`src/rtl/udm_uart_rx_cfg.sv`:
```
// udm_uart_rx_cfg: runtime-configurable UART receiver with an output frame FIFO.
//
// The receiver samples a synchronized copy of rx_i. It re-aligns to the middle of
// the start bit, and then samples every divider cycles. The divider, data width,
// parity mode and stop-bit count are captured when a start edge is seen. Each
// complete frame is pushed into a first-word-fall-through FIFO as
// {data, perr, ferr}.
//
// Ports:
//   clk_i, srst_n_i       clock, synchronous active-low reset
//   rx_i                  serial input, idle high
//   en_i                  receiver enable; dropping it mid-frame discards the frame
//   divider_i             clock cycles per bit (values below 4 act as 4)
//   nbits_i               data bits 5..8 (00..11)
//   parity_i              00/11 none, 01 even, 10 odd
//   stop2_i               two stop bits when 1
//   rdata_o/perr_o/ferr_o head frame (all zero while the FIFO is empty)
//   rvalid_o/rready_i     FIFO not empty / pop handshake
//   ovf_o/ovf_clr_i       sticky overflow flag and its clear
//   break_o               one-cycle pulse when a break frame is seen
//   busy_o                receiver is inside a frame
module udm_uart_rx_cfg #(
  parameter int unsigned DATA_MAX    = 8,
  parameter int unsigned FIFO_DEPTH  = 4,
  parameter int unsigned DIV_WIDTH   = 24,
  parameter int unsigned SYNC_STAGES = 2
) (
  input  logic                 clk_i,
  input  logic                 srst_n_i,
  input  logic                 rx_i,
  input  logic                 en_i,
  input  logic [DIV_WIDTH-1:0] divider_i,
  input  logic [1:0]           nbits_i,
  input  logic [1:0]           parity_i,
  input  logic                 stop2_i,
  output logic [DATA_MAX-1:0]  rdata_o,
  output logic                 perr_o,
  output logic                 ferr_o,
  output logic                 rvalid_o,
  input  logic                 rready_i,
  output logic                 ovf_o,
  input  logic                 ovf_clr_i,
  output logic                 break_o,
  output logic                 busy_o
);

  localparam int unsigned BW = $clog2(DATA_MAX + 1);
  localparam int unsigned AW = $clog2(FIFO_DEPTH);
  localparam int unsigned EW = DATA_MAX + 2;
  localparam logic [AW:0] FULL_CNT = (AW + 1)'(FIFO_DEPTH);

  localparam logic [2:0] S_IDLE   = 3'd0;
  localparam logic [2:0] S_START  = 3'd1;
  localparam logic [2:0] S_DATA   = 3'd2;
  localparam logic [2:0] S_PARITY = 3'd3;
  localparam logic [2:0] S_STOP1  = 3'd4;
  localparam logic [2:0] S_STOP2  = 3'd5;

  // ---------------------------------------------------------------------------
  // Input synchronizer
  // ---------------------------------------------------------------------------
  logic [SYNC_STAGES-1:0] sync_q;
  logic                   rxs;

  always_ff @(posedge clk_i) begin
    if (!srst_n_i) sync_q <= '1;
    else           sync_q <= {sync_q[SYNC_STAGES-2:0], rx_i};
  end

  assign rxs = sync_q[SYNC_STAGES-1];

  // ---------------------------------------------------------------------------
  // Receive FSM
  // ---------------------------------------------------------------------------
  logic [2:0]           state_q, state_d;
  logic [DIV_WIDTH-1:0] cnt_q, cnt_d;
  logic [DIV_WIDTH-1:0] div_q, div_d;
  logic [1:0]           nbits_q, nbits_d;
  logic [1:0]           par_q, par_d;
  logic                 stop2_q, stop2_d;
  logic [BW-1:0]        bidx_q, bidx_d;
  logic [DATA_MAX-1:0]  shreg_q, shreg_d;
  logic                 perr_q, perr_d;
  logic                 ferr_q, ferr_d;
  logic                 zero_q, zero_d;
  logic                 brk_q, brk_d;

  logic [DIV_WIDTH-1:0] div_clamped;
  logic                 at_full, at_half, par_en, par_x;
  logic [BW-1:0]        last_idx;
  logic                 frame_done;

  assign div_clamped = (divider_i < DIV_WIDTH'(4)) ? DIV_WIDTH'(4) : divider_i;
  assign at_full     = (cnt_q == div_q - DIV_WIDTH'(1));
  assign at_half     = (cnt_q == (div_q >> 1) - DIV_WIDTH'(1));
  assign par_en      = (par_q == 2'b01) || (par_q == 2'b10);
  assign par_x       = (^shreg_q) ^ rxs;
  assign last_idx    = BW'(nbits_q) + BW'(4);

  always_comb begin
    state_d    = state_q;
    cnt_d      = cnt_q + DIV_WIDTH'(1);
    div_d      = div_q;
    nbits_d    = nbits_q;
    par_d      = par_q;
    stop2_d    = stop2_q;
    bidx_d     = bidx_q;
    shreg_d    = shreg_q;
    perr_d     = perr_q;
    ferr_d     = ferr_q;
    zero_d     = zero_q;
    brk_d      = 1'b0;
    frame_done = 1'b0;

    case (state_q)
      S_IDLE: begin
        cnt_d = '0;
        if (en_i && !rxs) begin
          state_d = S_START;
          div_d   = div_clamped;
          nbits_d = nbits_i;
          par_d   = parity_i;
          stop2_d = stop2_i;
          bidx_d  = '0;
          shreg_d = '0;
          perr_d  = 1'b0;
          ferr_d  = 1'b0;
          zero_d  = 1'b1;
        end
      end
      S_START: begin
        if (at_half) begin
          cnt_d   = '0;
          state_d = rxs ? S_IDLE : S_DATA;
        end
      end
      S_DATA: begin
        if (at_full) begin
          cnt_d  = '0;
          zero_d = zero_q & ~rxs;
          bidx_d = bidx_q + BW'(1);
          for (int unsigned i = 0; i < DATA_MAX; i++) begin
            if (BW'(i) == bidx_q) shreg_d[i] = rxs;
          end
          if (bidx_q == last_idx) state_d = par_en ? S_PARITY : S_STOP1;
        end
      end
      S_PARITY: begin
        if (at_full) begin
          cnt_d   = '0;
          zero_d  = zero_q & ~rxs;
          perr_d  = ((par_q == 2'b01) && par_x) || ((par_q == 2'b10) && !par_x);
          state_d = S_STOP1;
        end
      end
      S_STOP1: begin
        if (at_full) begin
          cnt_d  = '0;
          zero_d = zero_q & ~rxs;
          ferr_d = ferr_q | ~rxs;
          if (stop2_q) begin
            state_d = S_STOP2;
          end else begin
            state_d    = S_IDLE;
            frame_done = 1'b1;
            brk_d      = zero_d;
          end
        end
      end
      S_STOP2: begin
        if (at_full) begin
          cnt_d      = '0;
          zero_d     = zero_q & ~rxs;
          ferr_d     = ferr_q | ~rxs;
          state_d    = S_IDLE;
          frame_done = 1'b1;
          brk_d      = zero_d;
        end
      end
      default: state_d = S_IDLE;
    endcase

    // Disable overrides everything, including a frame finishing this cycle.
    if (!en_i && (state_q != S_IDLE)) begin
      state_d    = S_IDLE;
      frame_done = 1'b0;
      brk_d      = 1'b0;
    end
  end

  always_ff @(posedge clk_i) begin
    if (!srst_n_i) begin
      state_q <= S_IDLE;
      cnt_q   <= '0;
      div_q   <= DIV_WIDTH'(4);
      nbits_q <= '0;
      par_q   <= '0;
      stop2_q <= 1'b0;
      bidx_q  <= '0;
      shreg_q <= '0;
      perr_q  <= 1'b0;
      ferr_q  <= 1'b0;
      zero_q  <= 1'b0;
      brk_q   <= 1'b0;
    end else begin
      state_q <= state_d;
      cnt_q   <= cnt_d;
      div_q   <= div_d;
      nbits_q <= nbits_d;
      par_q   <= par_d;
      stop2_q <= stop2_d;
      bidx_q  <= bidx_d;
      shreg_q <= shreg_d;
      perr_q  <= perr_d;
      ferr_q  <= ferr_d;
      zero_q  <= zero_d;
      brk_q   <= brk_d;
    end
  end

  // ---------------------------------------------------------------------------
  // Frame FIFO (first-word-fall-through)
  // ---------------------------------------------------------------------------
  logic [EW-1:0] mem_q [FIFO_DEPTH];
  logic [AW-1:0] wr_q, rd_q;
  logic [AW:0]   fcnt_q;
  logic          ovf_q;
  logic          full, pop, push, ovf_set;
  logic [EW-1:0] head;

  assign rvalid_o = (fcnt_q != '0);
  assign full     = (fcnt_q == FULL_CNT);
  assign pop      = rvalid_o & rready_i;
  // A full FIFO still accepts a frame when the head leaves in the same cycle.
  assign push     = frame_done & (~full | pop);
  assign ovf_set  = frame_done & full & ~pop;

  always_ff @(posedge clk_i) begin
    if (push) mem_q[wr_q] <= {shreg_q, perr_q, ferr_d};
  end

  always_ff @(posedge clk_i) begin
    if (!srst_n_i) begin
      wr_q   <= '0;
      rd_q   <= '0;
      fcnt_q <= '0;
      ovf_q  <= 1'b0;
    end else begin
      if (push) wr_q <= wr_q + AW'(1);
      if (pop)  rd_q <= rd_q + AW'(1);
      case ({push, pop})
        2'b10:   fcnt_q <= fcnt_q + (AW + 1)'(1);
        2'b01:   fcnt_q <= fcnt_q - (AW + 1)'(1);
        default: fcnt_q <= fcnt_q;
      endcase
      if (ovf_set)        ovf_q <= 1'b1;
      else if (ovf_clr_i) ovf_q <= 1'b0;
    end
  end

  assign head    = mem_q[rd_q];
  assign rdata_o = rvalid_o ? head[EW-1:2] : '0;
  assign perr_o  = rvalid_o & head[1];
  assign ferr_o  = rvalid_o & head[0];
  assign ovf_o   = ovf_q;
  assign break_o = brk_q;
  assign busy_o  = (state_q != S_IDLE);

endmodule

```
`config.mk`:
```
export PLATFORM = sky130hd
export DESIGN_NAME = udm_uart_rx_cfg
export DESIGN_NICKNAME = d
export VERILOG_FILES = /design/src/rtl/udm_uart_rx_cfg.sv
export SDC_FILE = /design/constraint.sdc
export NUM_CORES = 1
export LEC_CHECK = 0
export BUFFER_PORTS_ARGS = -buffer_cell sky130_fd_sc_hd__buf_2
export CORE_ASPECT_RATIO = 1.2
export CORE_MARGIN = 2
export CORE_UTILIZATION = 55
export CTS_CLUSTER_DIAMETER = 150
export DETAILED_ROUTE_END_ITERATION = 10
export PLACE_DENSITY = 0.8
export SETUP_SLACK_MARGIN = 0.2
export SLEW_MARGIN = 15
export SYNTH_ARGS = -nofsm -noshare
export SYNTH_HDL_FRONTEND = slang
export SYNTH_SLANG_ARGS = --single-unit
```
`constraint.sdc`:
```
create_clock -name clk_i -period 3.6 [get_ports clk_i]
set_input_delay 0.36 -clock clk_i [delete_from_list [all_inputs] [get_ports clk_i]]
set_output_delay 0.36 -clock clk_i [all_outputs]
set_load 0.05 [all_outputs]
```
==> results.cfg, run 1 <==
[outcome]
status = finished, final reports clean

[logic_synthesis]
syn-cell-area_mm2 = 0.007234
synth_edf_count = 40
synth_cell_types = 72
ys_warn_count = 0
synth_nets = 830
netlist_instances = 779
ys_ff_latch = 124
ys_seq_area_share_pct = 39.85
synth_top_flop_cell = dfxtp_1
syn_avg_cell_area_um2 = 9.287
synthArstFlopShare_pct = 0

[timing]
max_freq_mhz = 305.6
setup_ws_ns = 0.3278
hold_violations = 0
grt_setup_unrepaired = false
worst_pin_slew_ns = 0.9122
fin_crit_ns = 3.272
report.final.setup_viol = 0
slew_headroom_pct = 38.62
slew_violations = 0
worst_hold_slack_ns = 0.1095
fin_skew_ns = 0.007010
period_share_pct = 90.89

[floorplanning]
io_pins = 49
core_area_mm2 = 0.01272
start_util_pct = 56.85
die_area_mm2 = 0.01409
dieWidth_um = 108.7
row_count = 45
die_h_um = 129.6

[clock_network]
numCtsBuffers = 17
cts-root-buf = clkbuf_16
cts_max_level = 4
clockBufferDepth = 2
clock-sinks = 124
insertion_delay_ns = 0.43
cts_tree = yes
clkTransAtPathRegs_ns = 0.06

[critical_path]
required_ns = 3.74
crit_path_max_fanout = 10
arrival_ns = 3.42
path_class = reg2reg
critPathLaunchType = register
end_kind = register

[global_routing]
grt_max_degree = 30
antenna_found_initial = 0
grt_usage_pct = 28.50
grt_pass1_wl_um = 30400
grt_overflow = 0
grt_pass1_vias = 6098

[cells_and_area]
diodes = 0
area_growth_pct = 19.44
final_net_count = 888
fillers = 984
drive_above_1_share_pct = 23.41
design_area_mm2 = 0.008641

[pwr]
p_leak_nw = 3.116
ir_worst_vdd_mv = 0.3908
total_power_mw = 3.911
power.density_mw_per_mm2 = 452.6

[place]
place.gp.congestion = 0.9015
dp_slack_ns = 0.03847
place.port_buffers = 48
postPlaceCellArea_mm2 = 0.007752
dpl.hpwl_um = 13850

[drt]
dr_total_vias = 6185
wl_per_cell_um = 19.09
firstDrtPassIters = 5
routed_wl_um = 19360
drt_iter0_drc = 432
drtAntennaViolNets = 0
vias_per_cell = 6.100
drc = 0

[min_path]
hp-class = in2reg

[flow_run]
drv_cap = 0
metal layers:
metal	vias to the layer above	routed length, um	global-route usage (%)
li1	2919	-	-
met1	2951	7203	31.20
met2	245	10040	50.44
met3	70	1118	5.734
met4	0	992	17.27
met5	-	0	0
Yosys cell counts, types with 8 or more instances:
master,number,share of area (%)
a21boi_0,13,1.3
or3_1,9,0.78
nor2_1,49,2.5
o211ai_1,8,0.83
mux2i_1,10,1.4
dfxtp_1,84,23
nor4_1,21,1.8
a22o_1,13,1.6
xor2_1,28,3.4
nor2_2,10,0.86
o31ai_1,8,0.83
edfxtp_1,40,17
xnor2_1,64,7.7
nand4_1,12,1.0
nand2_1,73,3.8
a21oi_1,27,1.9
o21ai_0,21,1.5
inv_1,28,1.5
mux4_2,10,3.1
clkbuf_1,41,2.1
and3_1,15,1.3
and2_1,23,2.0
ha_1,15,2.6
nand3_1,29,2.0
nor3_1,24,1.7
timing repair:
item	CTS	global route
setup endpoints to repair	70	84
pin swaps	3	16
resized for setup	17	35
hold buffers	0	0
buffers inserted	2	11
power by group:
part           internal (mW)  switching, mW  total (mW)
sequential              1.47         0.0701        1.54
clock                  0.958          0.632        1.59
combinational          0.265          0.520       0.785
total                   2.69           1.22        3.91
registers in the layout, indices dropped and copies added (netlist names), named ones only:
| name | count |
|---|---|
| stop2_q | 1 |
| mem_q | 40 |
| cnt_q | 24 |
| ferr_q | 1 |
| shreg_q | 8 |
| wr_q | 2 |
| sync_q | 2 |
| par_q | 2 |
| div_q | 24 |
| fcnt_q | 3 |
| perr_q | 1 |
| bidx_q | 4 |
| zero_q | 1 |
| break_o | 1 |
| ovf_o | 1 |
| nbits_q | 2 |
| state_q | 3 |
| rd_q | 2 |
metrics by stage:
| step | setup TNS [ns] | utilization, % | cells |
|---|---|---|---|
| CTS | 0 | 65.99 | 1003 |
| global route | 0 | 67.91 | 1014 |
| global placement | -1.529 | 60.92 | 969 |
| detailed placement | 0 | 60.92 | 969 |
| finish | 0 | 67.91 | 1014 |
| floorplan | 0 | - | 779 |
path summary, 6_finish.rpt:
path / startpoint / to / slack [ns] / depth (start not counted)
min: rx_i / sync_q[0] / 0.11 / 2
max: div_q[7] / mem_q[2][7] / 0.33 / 11
min reg2reg: sync_q[0] / sync_q[1] / 0.43 / 1
max reg2reg: div_q[7] / mem_q[2][7] / 0.33 / 11
cell type report:
cell class,instances,area [um^2],share of cell area [%]
clock buffers,20,446.7,5.169
clock inverters,12,98.84,1.144
inverters,28,110.1,1.274
multi-input cells,572,4242,49.09
flip-flops and latches,124,2887,33.41
well taps,164,205.2,2.375
repair buffers,94,651.9,7.544
worst max-delay path, stage by stage (launching register included):
cell       delay, ns
dfxtp_2         0.34
buf_4           0.16
nor4_4          0.39
buf_4           0.21
xnor2_1         0.09
o31ai_2         0.40
nor4b_1         0.41
nand4bb_1       0.19
nand2b_1        0.24
nor2_2          0.16
and3_1          0.23
buf_12          0.15
placed cells by master (no fill, tap or decap), drive strengths merged, types with 13 or more instances in the layout:
cell,Yosys,layout
a21boi,14,14
a21oi,27,27
a22o,13,13
and2,23,23
and3,15,15
buf,14,94
clkbuf,41,20
dfxtp,84,84
edfxtp,40,40
ha,15,15
inv,28,29
nand2,73,73
nand3,29,29
nand4,13,13
nor2,59,59
nor3,24,24
nor4,24,24
o21ai,21,21
xnor2,64,64
xor2,28,28
logic make-up (layout without fill, tap and decap cells):
| group | after synthesis | after routing | synth area share (%) |
|---|---|---|---|
| AND/OR/NAND/NOR | 308 | 308 | 23.04 |
| AO/OA/AOI/OAI | 135 | 135 | 13.61 |
| flip-flops | 124 | 124 | 39.85 |
| XOR/XNOR | 92 | 92 | 11.14 |
| buffers and inverters | 83 | 154 | 4.843 |
| multiplexers | 21 | 21 | 4.652 |
| adder cells (fa/ha/maj) | 16 | 16 | 2.871 |
Power figures use the tool's default switching activity.
==> inputs of run 2 (changes only) <==
==> constraint.sdc (replaced) <==
create_clock -name clk_i -period 2.95 [get_ports clk_i]
set_input_delay 0.295 -clock clk_i [delete_from_list [all_inputs] [get_ports clk_i]]
set_output_delay 0.295 -clock clk_i [all_outputs]
set_load 0.01 [all_outputs]
==> run 2 against run 1 <==
Compared with the run above: the flow now finishes with violations (setup timing); clock skew up 0.0018 ns; critical path depth up 3; largest power group unchanged; power up 25%; sequential share of layout area down 4.2 points; die area unchanged; via count up 11%; largest cell class unchanged; wire length up 24%; combinational power up 19%; worst setup slack worse by 0.60 ns; global-route usage up 5.7 points; count of clock-buffer cells in the layout down 2; sequential cell count unchanged.
==> results.cfg, run 2 (synthesized netlist as in run 1, its figures left out) <==
[outcome]
status = finished with violations
violations = setup timing

[pwr]
p_leak_nw = 3.665
total_power_mw = 4.872
switching_power_mw = 1.408
intPower_mw = 3.464
combPwrFrac_pct = 19.2
ir_worst_vdd_mv = 0.3755
swShare_pct = 28.89
power.density_mw_per_mm2 = 490.1
p_clk_share_pct = 42.5
pwr-share-seq_pct = 38.3

[clock_network]
cts_tree = yes
clkTransAtPathRegs_ns = 0.06
numCtsBuffers = 17
insertion_delay_ns = 0.42
cts_max_level = 4
clock-sinks = 124
cts-root-buf = clkbuf_16
clockBufferDepth = 2
hold_buffers = 0

[drt]
firstDrtPassIters = 5
drc = 0
dr_total_vias = 6866
routed_wl_um = 24050
wl_per_cell_um = 21.81
drt_iter0_drc = 664
vias_per_cell = 6.225
drtAntennaViolNets = 0

[cells_and_area]
largest_reg_flops = 40
diodes = 0
final_net_count = 977
drive_above_1_share_pct = 38.55
layout_commonest_cell = buf_4
final_cell_mix = buf_4 (108), dfxtp_1 (72), nand2_1 (71)
stdcell_count = 1103
regMostFlops = mem_q
largestRegisters = mem_q x40, cnt_q x24, div_q x24
area_growth_pct = 37.41

[timing]
fin_skew_ns = 0.008820
slew_violations = 0
fin_crit_ns = 3.220
setup_ws_ns = -0.2700
period_share_pct = 109.2
worst_pin_slew_ns = 0.8514
grt_setup_unrepaired = true
hold_violations = 0
slew_headroom_pct = 43.03
report.final.setup_viol = 86
max_freq_mhz = 310.6

[critical_path]
required_ns = 3.31
path_class = reg2reg
startpoint = div_q[1]
worst-path-buf-inv = 1
crit_chain = inv_4 -> ha_4 -> or3b_4 -> nor2_2 -> xnor2_1 -> nand3_1 -> a2111oi_4 -> nand4b_1 -> nor2_4 -> nor2_4 -> fa_2 -> nor4_1 -> o22ai_1 -> nand3_1
slowest_delay_ns = 0.42
r2r_start = div_q[1]
crit_path_max_fanout = 5
end_kind = register
critPathLaunchType = register
arrival_ns = 3.58
cp_top_family = simple AND/OR/NAND/NOR gates
critPathSlowestCell = or3b_4

[place]
dpl.hpwl_um = 15180
place.gp.congestion = 0.9851
place.port_buffers = 48
placed_cells = 1033
dp_slack_ns = -0.4205

[floorplanning]
start_util_pct = 56.85
row_count = 45
die_area_mm2 = 0.01409
io_pins = 49
core_area_mm2 = 0.01272
dieWidth_um = 108.7
die_h_um = 129.6

[global_routing]
grt_overflow = 0
grt_pass1_vias = 6887
antenna_found_initial = 0
grt_usage_pct = 34.24
grt_pass1_wl_um = 36100
grt_max_degree = 31

[min_path]
hold_start = rx_i
hp-class = in2reg

[flow_run]
drv_cap = 0
-- run 2: cell types whose count changed in the layout (fill, tap and decap cells not counted), sizes merged --
cell      delta
and3         +4
buf         +84
bufinv       +1
clkbuf       -1
clkinv       -1
clkinvlp     +1
inv          +1
-- run 2: final timing paths --
| check | slack (ns) | depth (start not counted) | to |
|---|---|---|---|
| max reg2reg | -0.27 | 14 | fcnt_q[2] |
| max | -0.27 | 14 | fcnt_q[2] |
| min | 0.05 | 2 | sync_q[0] |
| min reg2reg | 0.42 | 1 | sync_q[1] |
-- run 2: layout make-up --
type / count / area [um^2]
Inverter: 28 / 111.4
Multi-Input combinational cell: 576 / 4745
Clock inverter: 14 / 145.1
Fill cell: 796 / 2784
Tap cell: 164 / 205.2
Clock buffer: 18 / 429.2
Sequential cell: 124 / 2903
Timing Repair Buffer: 179 / 1403
-- run 2: power by group through the flow --
stage	logic (mW)	clock network, mW	registers, mW
2_1_floorplan	0.510	0	1.85
3_3_place_gp	0.717	0	1.89
3_5_place_dp	0.739	0	1.90
4_1_cts	0.864	2.07	1.87
5_1_grt	1.01	2.15	1.87
6_report	0.935	2.07	1.87
-- run 2: per-layer routing --
metal / up-vias / part of all wire, % / track usage, %
met5: - / 0 / 0
met3: 116 / 5.4 / 5.433
met4: 0 / 7.2 / 23.30
met1: 3312 / 35 / 36.94
li1: 3101 / - / -
met2: 337 / 52 / 61.03
-- run 2: through the flow --
stage	instance area, um^2	hold slack (ns)	util (%)	TNS [ns]
floorplan	7367	0.3863	-	-0.1754
global placement	8294	0.4065	65.18	-11.44
detailed placement	8294	0.4045	65.18	-16.50
CTS	9568	0.05108	75.19	-5.087
global route	9941	0.07233	78.12	-20.95
finish	9941	0.05362	78.12	-12.76
-- run 2: repair_timing --
| item | 4_1_cts | 5_1_grt |
|---|---|---|
| hold endpoints to repair | 0 | 0 |
| endpoints found under the setup margin | 93 | 93 |
| buffers inserted | 22 | 8 |
| pin swaps | 43 | 29 |
| gates resized for setup | 100 | 70 |
| gates cloned | 8 | 0 |
==> inputs of run 3 (changes only) <==
--- a/config.mk
+++ b/config.mk
@@ -5,13 +5,14 @@
 export SDC_FILE = /design/constraint.sdc
 export NUM_CORES = 1
 export LEC_CHECK = 0
+export ABC_AREA = 1
 export BUFFER_PORTS_ARGS = -buffer_cell sky130_fd_sc_hd__buf_2
 export CORE_ASPECT_RATIO = 1.2
 export CORE_MARGIN = 2
-export CORE_UTILIZATION = 55
+export CORE_UTILIZATION = 56
 export CTS_CLUSTER_DIAMETER = 150
 export DETAILED_ROUTE_END_ITERATION = 10
-export PLACE_DENSITY = 0.8
+export PLACE_DENSITY = 0.81
 export SETUP_SLACK_MARGIN = 0.2
 export SLEW_MARGIN = 15
 export SYNTH_ARGS = -nofsm -noshare
==> run 3 against run 2 <==
Compared with the run above: the run now ends clean; clock power is 3% higher; register-to-register slack better by 0.38 ns; fmax rose by 13%; power is 19% higher; sequential share of layout area grew 1.1 points; synthesized area grew 8.2%; sequential cell count stayed put; count of clock-buffer cells in the layout is 1 lower; critical endpoint unchanged; largest power group unchanged; die area up 6.1%; synthesized cell count increased by 35%; via count increased by 7.7%; final area down 3.9%.
==> results.cfg, run 3 <==
[outcome]
status = finished, final reports clean

[cells_and_area]
layout_commonest_cell = nand2_1
fin_util_pct = 69.45
largest_reg_flops = 40
area_growth_pct = 22.05
largestRegisters = mem_q x40, cnt_q x24, div_q x24
drive_above_1_share_pct = 24.62
regMostFlops = mem_q
final_cell_mix = nand2_1 (168), inv_1 (134), nor2_1 (119)
design_area_mm2 = 0.009557
diodes = 0
ff_latch_area_mm2 = 0.002893
final_net_count = 1208
multi_input_area_mm2 = 0.004486
fillers = 1096

[critical_path]
crit_path_frequent_cell = nand2_2
crit_path_max_fanout = 6
worst-path-buf-inv = 5
path_class = reg2reg
startpoint = div_q[2]
arrival_ns = 3.15
critPathLaunchType = register
r2r_setup_slack_ns = 0.11
crit_chain = buf_12 -> nor2_4 -> nand2_8 -> nor2_4 -> buf_6 -> nand2_2 -> nand2_2 -> nand2_1 -> inv_2 -> nand2_2 -> inv_2 -> nand2_2 -> nor2_2 -> nand2_2 -> nor2_4 -> nand3_2 -> nand2_2 -> inv_2 -> fa_2 -> nand2_1 -> nand2_2 -> a21oi_1 -> nor2_2
r2r_start = div_q[2]
slowest_delay_ns = 0.37
critPathSlowestCell = fa_2
required_ns = 3.25
cp_top_family = simple AND/OR/NAND/NOR gates
end_kind = register

[logic_synthesis]
synth_area_leader_cell = dfxtp_1
syn_avg_cell_area_um2 = 7.450
synth_top_area_share_pct = 21.48
synth_top_flop_cell = dfxtp_1
ys_warn_count = 0
synth_common_cells = nand2_1 (182), inv_1 (138), nor2_1 (130)
yosys.cell_count.top_type = nand2_1
yosys-top-cells-area = dfxtp_1 (21%), edfxtp_1 (15%), nand2_1 (8.7%)
synthArstFlopShare_pct = 0
synth_edf_count = 40
netlist_instances = 1051
synth_cell_types = 52
ys_seq_area_share_pct = 36.82
ys_ff_latch = 124
syn-cell-area_mm2 = 0.007830
synth_nets = 1102

[floorplanning]
start_util_pct = 56.90
dieWidth_um = 111.9
core_area_mm2 = 0.01376
io_pins = 49
die_area_mm2 = 0.01495
die_h_um = 133.5
row_count = 47

[global_routing]
grt_overflow = 0
grt_pass1_wl_um = 36360
antenna_found_initial = 0
grt_usage_pct = 31.15
grt_max_degree = 25
grt_pass1_vias = 7361

[timing]
worst_pin_slew_ns = 0.6291
grt_setup_unrepaired = true
fin_skew_ns = 0.01075
setup_ws_ns = 0.1078
slew_headroom_pct = 57.80
period_share_pct = 96.35
hold_violations = 0
fin_crit_ns = 2.842
slew_violations = 0
report.final.setup_viol = 0
max_freq_mhz = 351.8

[drt]
vias_per_cell = 5.512
routed_wl_um = 23190
drc = 0
firstDrtPassIters = 5
wl_per_cell_um = 17.29
drt_iter0_drc = 474
drtAntennaViolNets = 0
dr_total_vias = 7392

[clock_network]
cts_max_level = 4
hold_buffers = 0
clkTransAtPathRegs_ns = 0.07
insertion_delay_ns = 0.42
clockBufferDepth = 2
clock-sinks = 124
numCtsBuffers = 17
cts_tree = yes
cts-root-buf = clkbuf_16

[place]
dp_slack_ns = 0.03543
dpl.hpwl_um = 17150
postPlaceCellArea_mm2 = 0.008491
place.port_buffers = 48
place.gp.congestion = 0.9804

[pwr]
total_power_mw = 5.784
p_leak_nw = 4.160
ir_worst_vdd_mv = 0.3550
power.density_mw_per_mm2 = 605.3

[min_path]
hp-class = in2reg
hold_start = rx_i

[flow_run]
drv_cap = 0
==> run 3: cell types whose count changed after synthesis, moves of 30 or more <==
| cell | before | now |
|---|---|---|
| inv_1 | 28 | 138 |
| xnor2_1 | 64 | 24 |
| o21ai_0 | 21 | 51 |
| nand3_1 | 29 | 75 |
| nor2_1 | 49 | 130 |
| nand2_1 | 73 | 182 |
==> run 3: power breakdown <==
group | switching (mW) | internal, mW
combinational | 1.08 | 0.617
clock | 0.913 | 1.21
sequential | 0.118 | 1.84
total | 2.11 | 3.67
==> run 3: kinds of logic after synthesis <==
logic type               Yosys count  synth area share [%]
XOR/XNOR                          81                 9.156
multiplexers                       1                0.1278
buffers and inverters            180                 9.252
AO/OA/AOI/OAI                    121                 8.357
AND/OR/NAND/NOR                  528                 33.64
adder cells (fa/ha/maj)           16                 2.653
flip-flops                       124                 36.82
==> run 3: per-layer routing <==
metal  part of all wire, %  vias to the layer above  GRT usage (%)
met5                     0                        -              0
met4                   7.4                        0          20.60
met3                   4.9                      111          4.686
met2                    52                      314          57.74
met1                    35                     3356          32.33
li1                      -                     3611              -
==> run 3: area by class of cell <==
cell class | instances | share of cell area, %
tap | 171 | 2.239
inverter | 152 | 6.049
sequential | 124 | 30.27
clock buffer | 17 | 4.451
clock inverter | 15 | 1.820
timing repair buffer | 114 | 8.235
multi-input combinational | 748 | 46.94
==> run 3: worst paths after layout <==
| check | cells past startpoint | to |
|---|---|---|
| setup / recovery | 23 | fcnt_q[2] |
| hold / removal | 2 | sync_q[0] |
| hold reg to reg | 1 | sync_q[1] |
| setup reg to reg | 23 | fcnt_q[2] |
==> run 3: what timing repair did <==
item | in CTS | in global routing
endpoints found under the hold margin | 0 | 0
setup buffers | 12 | 12
gates cloned | 1 | 0
setup endpoints to repair | 32 | 84
pin swaps | 15 | 33
resized for setup | 33 | 46
==> run 3: per-stage QoR <==
step	hold WS, ns	cells	setup TNS [ns]
global placement	0.3943	1284	0
CTS	0.05359	1329	0
global route	0.06151	1341	-0.1184
finish	0.06242	1341	0
detailed placement	0.3998	1284	0
floorplan	0.3925	1051	0
